$ cat config.mk
export PLATFORM = sky130hd
export DESIGN_NAME = palette_lut
export DESIGN_NICKNAME = d
export VERILOG_FILES = /design/src/rtl/palette_lut.sv
export SDC_FILE = /design/constraint.sdc
export NUM_CORES = 1
export LEC_CHECK = 0
export BUFFER_PORTS_ARGS = -buffer_cell sky130_fd_sc_hd__buf_2
export CAP_MARGIN = 20
export CORE_MARGIN = 3
export CORE_UTILIZATION = 51
export CTS_CLUSTER_SIZE = 8
export DETAILED_ROUTE_END_ITERATION = 7
export GPL_TIMING_DRIVEN = 0
export MAX_ROUTING_LAYER = met4
export PLACE_DENSITY = 0.68
export SETUP_SLACK_MARGIN = 0.05
export SYNTH_ARGS = -nofsm -noshare
export SYNTH_HDL_FRONTEND = slang
export SYNTH_SLANG_ARGS = --single-unit
$ cat constraint.sdc
create_clock -name clk -period 3 [get_ports clk]
set_clock_uncertainty 0.15 [all_clocks]
set_input_delay 0.3 -clock clk [delete_from_list [all_inputs] [get_ports clk]]
set_output_delay 0.3 -clock clk [all_outputs]
set_load 0.05 [all_outputs]
$ cat src/rtl/palette_lut.sv
// palette_lut: programmable colour look-up table for the VGA pixel path.
// An IDX_W-bit index is mapped to {red, green, blue} (CH_W bits each) through a
// writable table, with exactly two registered stages of latency. After reset the
// table self-loads the 16-entry intro palette, one entry per clock, with busy high.
// Optional fade engine: define PALETTE_FADE_EN to add fade_start/fade_dir/fade_done
// and scale every output pixel by a ramped brightness level.
module palette_lut #(
    parameter int IDX_W = 4,
    parameter int CH_W  = 4
`ifdef PALETTE_FADE_EN
    ,
    parameter int FADE_DIV = 4
`endif
) (
    input  logic                clk,
    input  logic                reset,
    input  logic                pix_valid_i,
    input  logic [IDX_W-1:0]    index,
    output logic                pix_valid_o,
    output logic [CH_W-1:0]     red,
    output logic [CH_W-1:0]     green,
    output logic [CH_W-1:0]     blue,
    input  logic                wr_en,
    input  logic [IDX_W-1:0]    wr_addr,
    input  logic [3*CH_W-1:0]   wr_data,
    output logic                busy
`ifdef PALETTE_FADE_EN
    ,
    input  logic                fade_start,
    input  logic                fade_dir,
    output logic                fade_done
`endif
);

    localparam int DEPTH = 1 << IDX_W;
    localparam int RGB_W = 3 * CH_W;
    localparam logic [IDX_W-1:0] LAST_IDX = '1;

    typedef enum logic {ST_INIT, ST_RUN} state_t;

    // A 4-bit palette nibble left-aligned into a CH_W-bit channel, low bits zero.
    function automatic logic [CH_W-1:0] nib_to_ch(input logic [3:0] n);
        logic [CH_W-1:0] c;
        c = '0;
        c[CH_W-1 -: 4] = n;
        return c;
    endfunction

    // Intro palette; entries beyond 15 load as black.
    function automatic logic [RGB_W-1:0] default_entry(input int unsigned k);
        logic [11:0] n;
        case (k)
            0:       n = 12'hCCC;
            1:       n = 12'h000;
            2:       n = 12'h555;
            3:       n = 12'h333;
            4:       n = 12'h999;
            5:       n = 12'h222;
            6:       n = 12'h811;
            7:       n = 12'hBBB;
            8:       n = 12'h400;
            9:       n = 12'h888;
            10:      n = 12'hEEE;
            11:      n = 12'h444;
            12:      n = 12'hAAA;
            13:      n = 12'h666;
            14:      n = 12'h111;
            default: n = 12'h000;
        endcase
        return {nib_to_ch(n[11:8]), nib_to_ch(n[7:4]), nib_to_ch(n[3:0])};
    endfunction

    state_t             state_q, state_d;
    logic [IDX_W-1:0]   cnt_q, cnt_d;

    logic               tbl_we;
    logic [IDX_W-1:0]   tbl_addr;
    logic [RGB_W-1:0]   tbl_data;

    logic [RGB_W-1:0]   pal_q [DEPTH];
    logic [RGB_W-1:0]   pal_d [DEPTH];

    logic               v1_q, v1_d;
    logic [RGB_W-1:0]   c1_q, c1_d;
    logic               v2_q, v2_d;
    logic [RGB_W-1:0]   c2_q, c2_d;
    logic [RGB_W-1:0]   scaled;

    // Load-sequencer state register; reset from any state restarts at entry 0.
    always_ff @(posedge clk) begin
        if (reset) begin
            state_q <= ST_INIT;
            cnt_q   <= '0;
        end else begin
            state_q <= state_d;
            cnt_q   <= cnt_d;
        end
    end

    // Load-sequencer next state: one default entry per clock, then RUN.
    always_comb begin
        state_d = state_q;
        cnt_d   = cnt_q;
        if (state_q == ST_INIT) begin
            cnt_d = cnt_q + IDX_W'(1);
            if (cnt_q == LAST_IDX) begin
                state_d = ST_RUN;
            end
        end
    end

    // Load-sequencer outputs: the table write port is owned by the loader while busy.
    always_comb begin
        busy     = (state_q == ST_INIT);
        tbl_we   = wr_en;
        tbl_addr = wr_addr;
        tbl_data = wr_data;
        if (state_q == ST_INIT) begin
            tbl_we   = 1'b1;
            tbl_addr = cnt_q;
            tbl_data = default_entry(32'(cnt_q));
        end
    end

    // Table next value; lookups in the write cycle still see the old entry.
    always_comb begin
        pal_d = pal_q;
        if (tbl_we) begin
            pal_d[tbl_addr] = tbl_data;
        end
    end

    // Table storage; contents are rebuilt by the load sweep, so no reset.
    always_ff @(posedge clk) begin
        pal_q <= pal_d;
    end

    // Stage 1: read the table; lookups issued while loading are dropped.
    always_comb begin
        v1_d = pix_valid_i & ~busy;
        c1_d = c1_q;
        if (v1_d) begin
            c1_d = pal_q[index];
        end
    end

    // Stage 2: register the (optionally scaled) colour; hold when no pixel.
    always_comb begin
        v2_d = v1_q;
        c2_d = c2_q;
        if (v1_q) begin
            c2_d = scaled;
        end
    end

    // Pipeline registers.
    always_ff @(posedge clk) begin
        if (reset) begin
            v1_q <= 1'b0;
            c1_q <= '0;
            v2_q <= 1'b0;
            c2_q <= '0;
        end else begin
            v1_q <= v1_d;
            c1_q <= c1_d;
            v2_q <= v2_d;
            c2_q <= c2_d;
        end
    end

    assign pix_valid_o = v2_q;
    assign {red, green, blue} = c2_q;

`ifdef PALETTE_FADE_EN
    localparam int DIV_W = (FADE_DIV > 1) ? $clog2(FADE_DIV) : 1;
    localparam logic [DIV_W-1:0] DIV_LAST = DIV_W'(FADE_DIV - 1);
    localparam logic [CH_W:0]    FULL     = {1'b1, {CH_W{1'b0}}};

    typedef enum logic {FD_IDLE, FD_RAMP} fstate_t;

    fstate_t            fstate_q, fstate_d;
    logic               dir_q, dir_d;
    logic [DIV_W-1:0]   div_q, div_d;
    logic [CH_W:0]      level_q, level_d;
    logic               done_q, done_d;

    // (c * L) >> CH_W, truncating; L = 2**CH_W passes c through unchanged.
    function automatic logic [CH_W-1:0] scale_ch(input logic [CH_W-1:0] c,
                                                 input logic [CH_W:0]   l);
        logic [2*CH_W:0] p;
        p = (2*CH_W+1)'(c) * (2*CH_W+1)'(l);
        return CH_W'(p >> CH_W);
    endfunction

    // Fade state register.
    always_ff @(posedge clk) begin
        if (reset) begin
            fstate_q <= FD_IDLE;
            dir_q    <= 1'b1;
            div_q    <= '0;
            level_q  <= FULL;
            done_q   <= 1'b0;
        end else begin
            fstate_q <= fstate_d;
            dir_q    <= dir_d;
            div_q    <= div_d;
            level_q  <= level_d;
            done_q   <= done_d;
        end
    end

    // Fade next state: restartable ramp, one level step every FADE_DIV clocks.
    always_comb begin
        fstate_d = fstate_q;
        dir_d    = dir_q;
        div_d    = div_q;
        level_d  = level_q;
        done_d   = 1'b0;
        if (fade_start) begin
            dir_d = fade_dir;
            div_d = '0;
            if (level_q == (fade_dir ? FULL : '0)) begin
                fstate_d = FD_IDLE;
                done_d   = 1'b1;
            end else begin
                fstate_d = FD_RAMP;
            end
        end else if (fstate_q == FD_RAMP) begin
            if (div_q == DIV_LAST) begin
                div_d   = '0;
                level_d = dir_q ? level_q + (CH_W+1)'(1) : level_q - (CH_W+1)'(1);
                if (level_d == (dir_q ? FULL : '0)) begin
                    fstate_d = FD_IDLE;
                    done_d   = 1'b1;
                end
            end else begin
                div_d = div_q + DIV_W'(1);
            end
        end
    end

    // Fade outputs: one level value scales all three channels of a pixel.
    always_comb begin
        fade_done = done_q;
        scaled    = {scale_ch(c1_q[3*CH_W-1 -: CH_W], level_q),
                     scale_ch(c1_q[2*CH_W-1 -: CH_W], level_q),
                     scale_ch(c1_q[CH_W-1 -: CH_W],   level_q)};
    end
`else
    // Without the fade engine stage 2 is a plain register.
    always_comb begin
        scaled = c1_q;
    end
`endif

endmodule

After elaboration in Yosys (flattened, before gate mapping)
Memories as Yosys holds them, arrays and structs flattened. A register that Yosys moved wholly into a read port is not among the register bits.
Index checks and enable logic that the tools add are counted.
- $lt $le $gt $ge: 3
- $add $sub $neg: 1
- multiplexer cells: 13
- bitwise gates (word level): 4
- eq/ne operators: 1
- reductions and logical operators: 1
- operator list (kind ; count):
    192-bit bitwise mux ; 1
    12-bit binary-select mux with 4-bit select ; 1
    12-bit demux with 4-bit select ; 1
    12-bit two-way mux ; 4
    4-bit two-way mux ; 3
    5-bit >= comparator (second input constant) ; 2
    4-bit inverter with 5-bit output ; 2
    5-bit by 1-bit < comparator with 1-bit output (second input constant) ; 1
    4-bit by 1-bit adder with 4-bit output (second input constant) ; 1
    4-bit equality test (second input constant) ; 1
    1-bit two-way mux ; 3
    1-bit bitwise AND ; 1
    1-bit logical AND ; 1
    1-bit inverter ; 1
- memories: 1
- ROM bits: 192
- bits of input ports: 24
- output and inout port bits: 14
- register bits: 223
- memories (memory ; words ; bits a word ; rd ports ; clocked after memory_dff ; wr ports ; line ; RTL):
    (name not given) ; 16 ; 12 ; 1 ; 1 ; 0 ; 52 ; case (k)

Longest topological paths before layout
- depth after elaboration: 7
- mapped depth: 8
- depth with buffers taken out: 7

Worst setup path before layout
Ideal clock, no wire load.
- path type: flip-flop to flip-flop
- from: register state_q
- to: register pal_q[0] in the netlist's numbering, enable pin
- arrival: 1975 ps
- slack: 495 ps
- clock period less this slack: 2505 ps
- buffers on the path: 2
- stages on the path, launching flop included: 6
- cell sequence: dfxtp_1 -> buf_6 -> inv_2 -> clkbuf_1 -> a31oi_1 -> nor2_1
- longest elaborated chain between the ends: 1
- ends and longest elaborated chain (what ; line ; RTL):
    from (decl) ; 73 ; state_t state_q, state_d;
    from (signal assigned) ; 95 ; state_q <= state_d;
    1-bit two-way mux ; 118 ; if (state_q == ST_INIT) begin
    to (signal assigned) ; 135 ; pal_q <= pal_d;
    to (decl) ; 80 ; logic [RGB_W-1:0] pal_q [DEPTH];
Every way passes these cells.
A chain may end at the register's enable or synchronous reset.

Worst setup path in the final report
- from: register state_q
- to: register pal_q[28] in the netlist's numbering, enable pin
The elaborated chain is that of the path after synthesis.

==> reports/results.tsv <==
metric	value	unit
path_class	register to register	
synth_top_flop_cell	edfxtp_1	
startpoint_type	register	
pwr-share-clk	45.9	%
worstPathBufferInverterCount	4	
yosys_warnings	0	
reg2reg_depth	6	
highest_layer	met4	
rsz0062_at_grt	yes	
slowest_delay	0.63	ns
fin_area	0.0107	sq mm
relSlewSlack	49.1	%
final_core_util	61.9	%
power_leakage	3.75	nW
cp.required	3.04	ns
synth_compound_area_share	3.63	%
cts-root-buf	clkbuf_16	
rows	48	
cp_top_family	buffers and inverters	
port_buffers	35	
route.detailed.drc	0	
vias_per_cell	5.74	
yosys_register_bits	230	
dr.pass1.iters	5	
synth_top_area_cell	edfxtp_1	
synth_edf_count	192	
yosysSeqAreaShare	72.0	%
mappedNetlistArea	0.00906	sq mm
dr_wl_met3	1.11	mm
maxSlewViolCount	0	
gp_congestion	0.855	
hp-class	input pin to register	
rr_endpoint	pal_q[28]	
drt_iter0_markers	369	
post_dp_cell_area	0.00968	sq mm
slowest_stage	nor2_1	
synthArstFlopShare	0	%
r2r-start	state_q	
mostFrequentLayoutCells	192 x edfxtp_1, 46 x mux4_2, 40 x buf_2	
power	7.74	mW
crit_fanout	10	
cp.arrival	2.96	ns
num_vias	4821	
ir_worst_vdd	0.367	mV
hold_path_end	c1_q[11]	
yosys.area_share.xor_xnor	0.276	%
cts_buffer_depth	3	
reg2reg_setup_slack	0.07	ns
ant_nets	0	
area_growth	18.5	%
endpoint_kind	register	
grt_pass1_wl	29.5	mm
clk_latency	0.49	ns
drive_above_1_share	28.3	%
start_util	52.2	%
min_from	index[0]	
status	finished, final reports clean	
hold_viol	0	
dr_wl_met2	9.61	mm
yosys.area_share.simple	4.21	%
antenna_found_initial	0	
synth_fp_nets	530	
min_path_cells	3	
ys_types	45	
cp_cell_sequence	buf_6 -> clkbuf_1 -> clkbuf_1 -> a31oi_1 -> nor2_1 -> buf_6	
wirelength	18.9	mm
cts_tree	done	
synth_area_leaders	edfxtp_1 64%, mux4_2 11%, dfxtp_1 8.4%	
setup_viol	0	
synthMuxAreaShare	16.5	%
synthAdderAreaFrac	1.08	%
combPwrFrac	6.4	%
hpwl	12.9	mm
drv_cap	0	
min_period	2.93	ns
clkTransAtPathRegs	0.05	ns
synth_top_area_share	63.6	%
synth_top_family_by_area	multiplexers	
max_freq	0.342	GHz
internal_power	6.14	mW
post-route-period-util	97.6	%
worstMarginPinSlew	0.761	ns
p_sw_share	20.7	%
tns	0	ns
track_usage	20.8	%
cts_sinks	230	
power_density	721	mW/mm^2
grt_max_degree	17	
syn_area_per_cell	18.1	sq um
wl_met1	7.74	mm
core	0.0174	sq mm
die_w	139	um
routedWlPerCell	22.5	um
final_common_cell	edfxtp_1	
cts_buffers	34	
cts.htree.levels	2	
grt_overflow_total	0	
io_pins	38	
die_h	139	um
netlist_instances	500	
pwr-share-seq	47.6	%
layout.nets	619	
grt_pass1_vias	5131	
die-area	0.0194	sq mm
antenna_cells	0	
switching_power	1.60	mW
==> kinds of logic after synthesis <==
logic type | Yosys count
DFF | 230
muxes | 90
and+or+nand+nor | 81
AOI/OAI and AO/OA | 52
buffers and inverters | 37
adders and majority gates | 8
xor gates and xnor gates | 2
==> sequential cells by signal (all words and copies together), names as in the netlist, named ones only <==
| register | count |
|---|---|
| c1_q | 12 |
| c2_q | 12 |
| pix_valid_o | 1 |
| pal_q | 192 |
| state_q | 1 |
| v1_q | 1 |
| cnt_q | 4 |
==> tightest hold or removal path, stage by stage <==
cell and delay [ns]:
buf_2 0.08, or3_1 0.18, o21ai_1 0.10
==> layout make-up <==
class	instances	area [sq um]
Buffer	28	168
Clock buffer	62	1030
Fill cell	1270	6620
Inverter	9	33.8
Multi-Input combinational cell	233	2330
Sequential cell	230	6530
Tap cell	225	282
Timing Repair Buffer	53	364
==> routing by layer <==
layer	global-route usage, %	vias to the layer above
li1	-	2168
met1	26.7	2469
met2	34.3	151
met3	3.54	33
met4	6.64	0
met5	-	-
==> worst max path at each step <==
stage	from	endpoint	slack, ns	depth (start not counted)
5_1_grt	state_q	pal_q[173]	-0.11	6
3_3_place_gp	state_q	pal_q[170]	-0.21	5
3_5_place_dp	state_q	pal_q[74]	0.12	6
4_1_cts	state_q	pal_q[75]	0.10	6
6_report	state_q	pal_q[28]	0.07	6
2_1_floorplan	state_q	pal_q[0]	0.50	5
==> Yosys cell counts, types with 4 or more instances <==
library cell	instances
a21oi_1	7
a22oi_1	11
a31oi_1	4
buf_1	4
buf_2	5
buf_6	7
clkbuf_1	11
dfxtp_1	38
edfxtp_1	192
ha_1	6
inv_2	6
mux2_2	14
mux2i_1	27
mux4_2	46
nand2_1	25
nand3_1	4
nor2_1	32
o21ai_1	17
==> repair_timing <==
item,CTS,global route
resized for setup,0,1
hold buffers,2,0
setup endpoints to repair,0,32
endpoints found under the hold margin,1,0
setup buffers,0,0
==> through the flow <==
stage	hold WS (ns)	instances	setup WS [ns]
floorplan	0.229	500	0.495
detailed placement	0.331	776	0.119
CTS	0.0550	840	0.104
global route	0.0812	840	-0.114
global placement	0.317	760	-0.212
finish	0.0785	840	0.0729
==> power by group through the flow <==
stage / logic, mW / clock network, mW / registers, mW
2_1_floorplan: 0.327 / 0 / 3.73
3_3_place_gp: 0.474 / 0 / 3.74
3_5_place_dp: 0.506 / 0 / 3.74
4_1_cts: 0.508 / 3.62 / 3.68
5_1_grt: 0.547 / 3.76 / 3.69
6_report: 0.499 / 3.56 / 3.68
(Power assumes the default switching activity.)
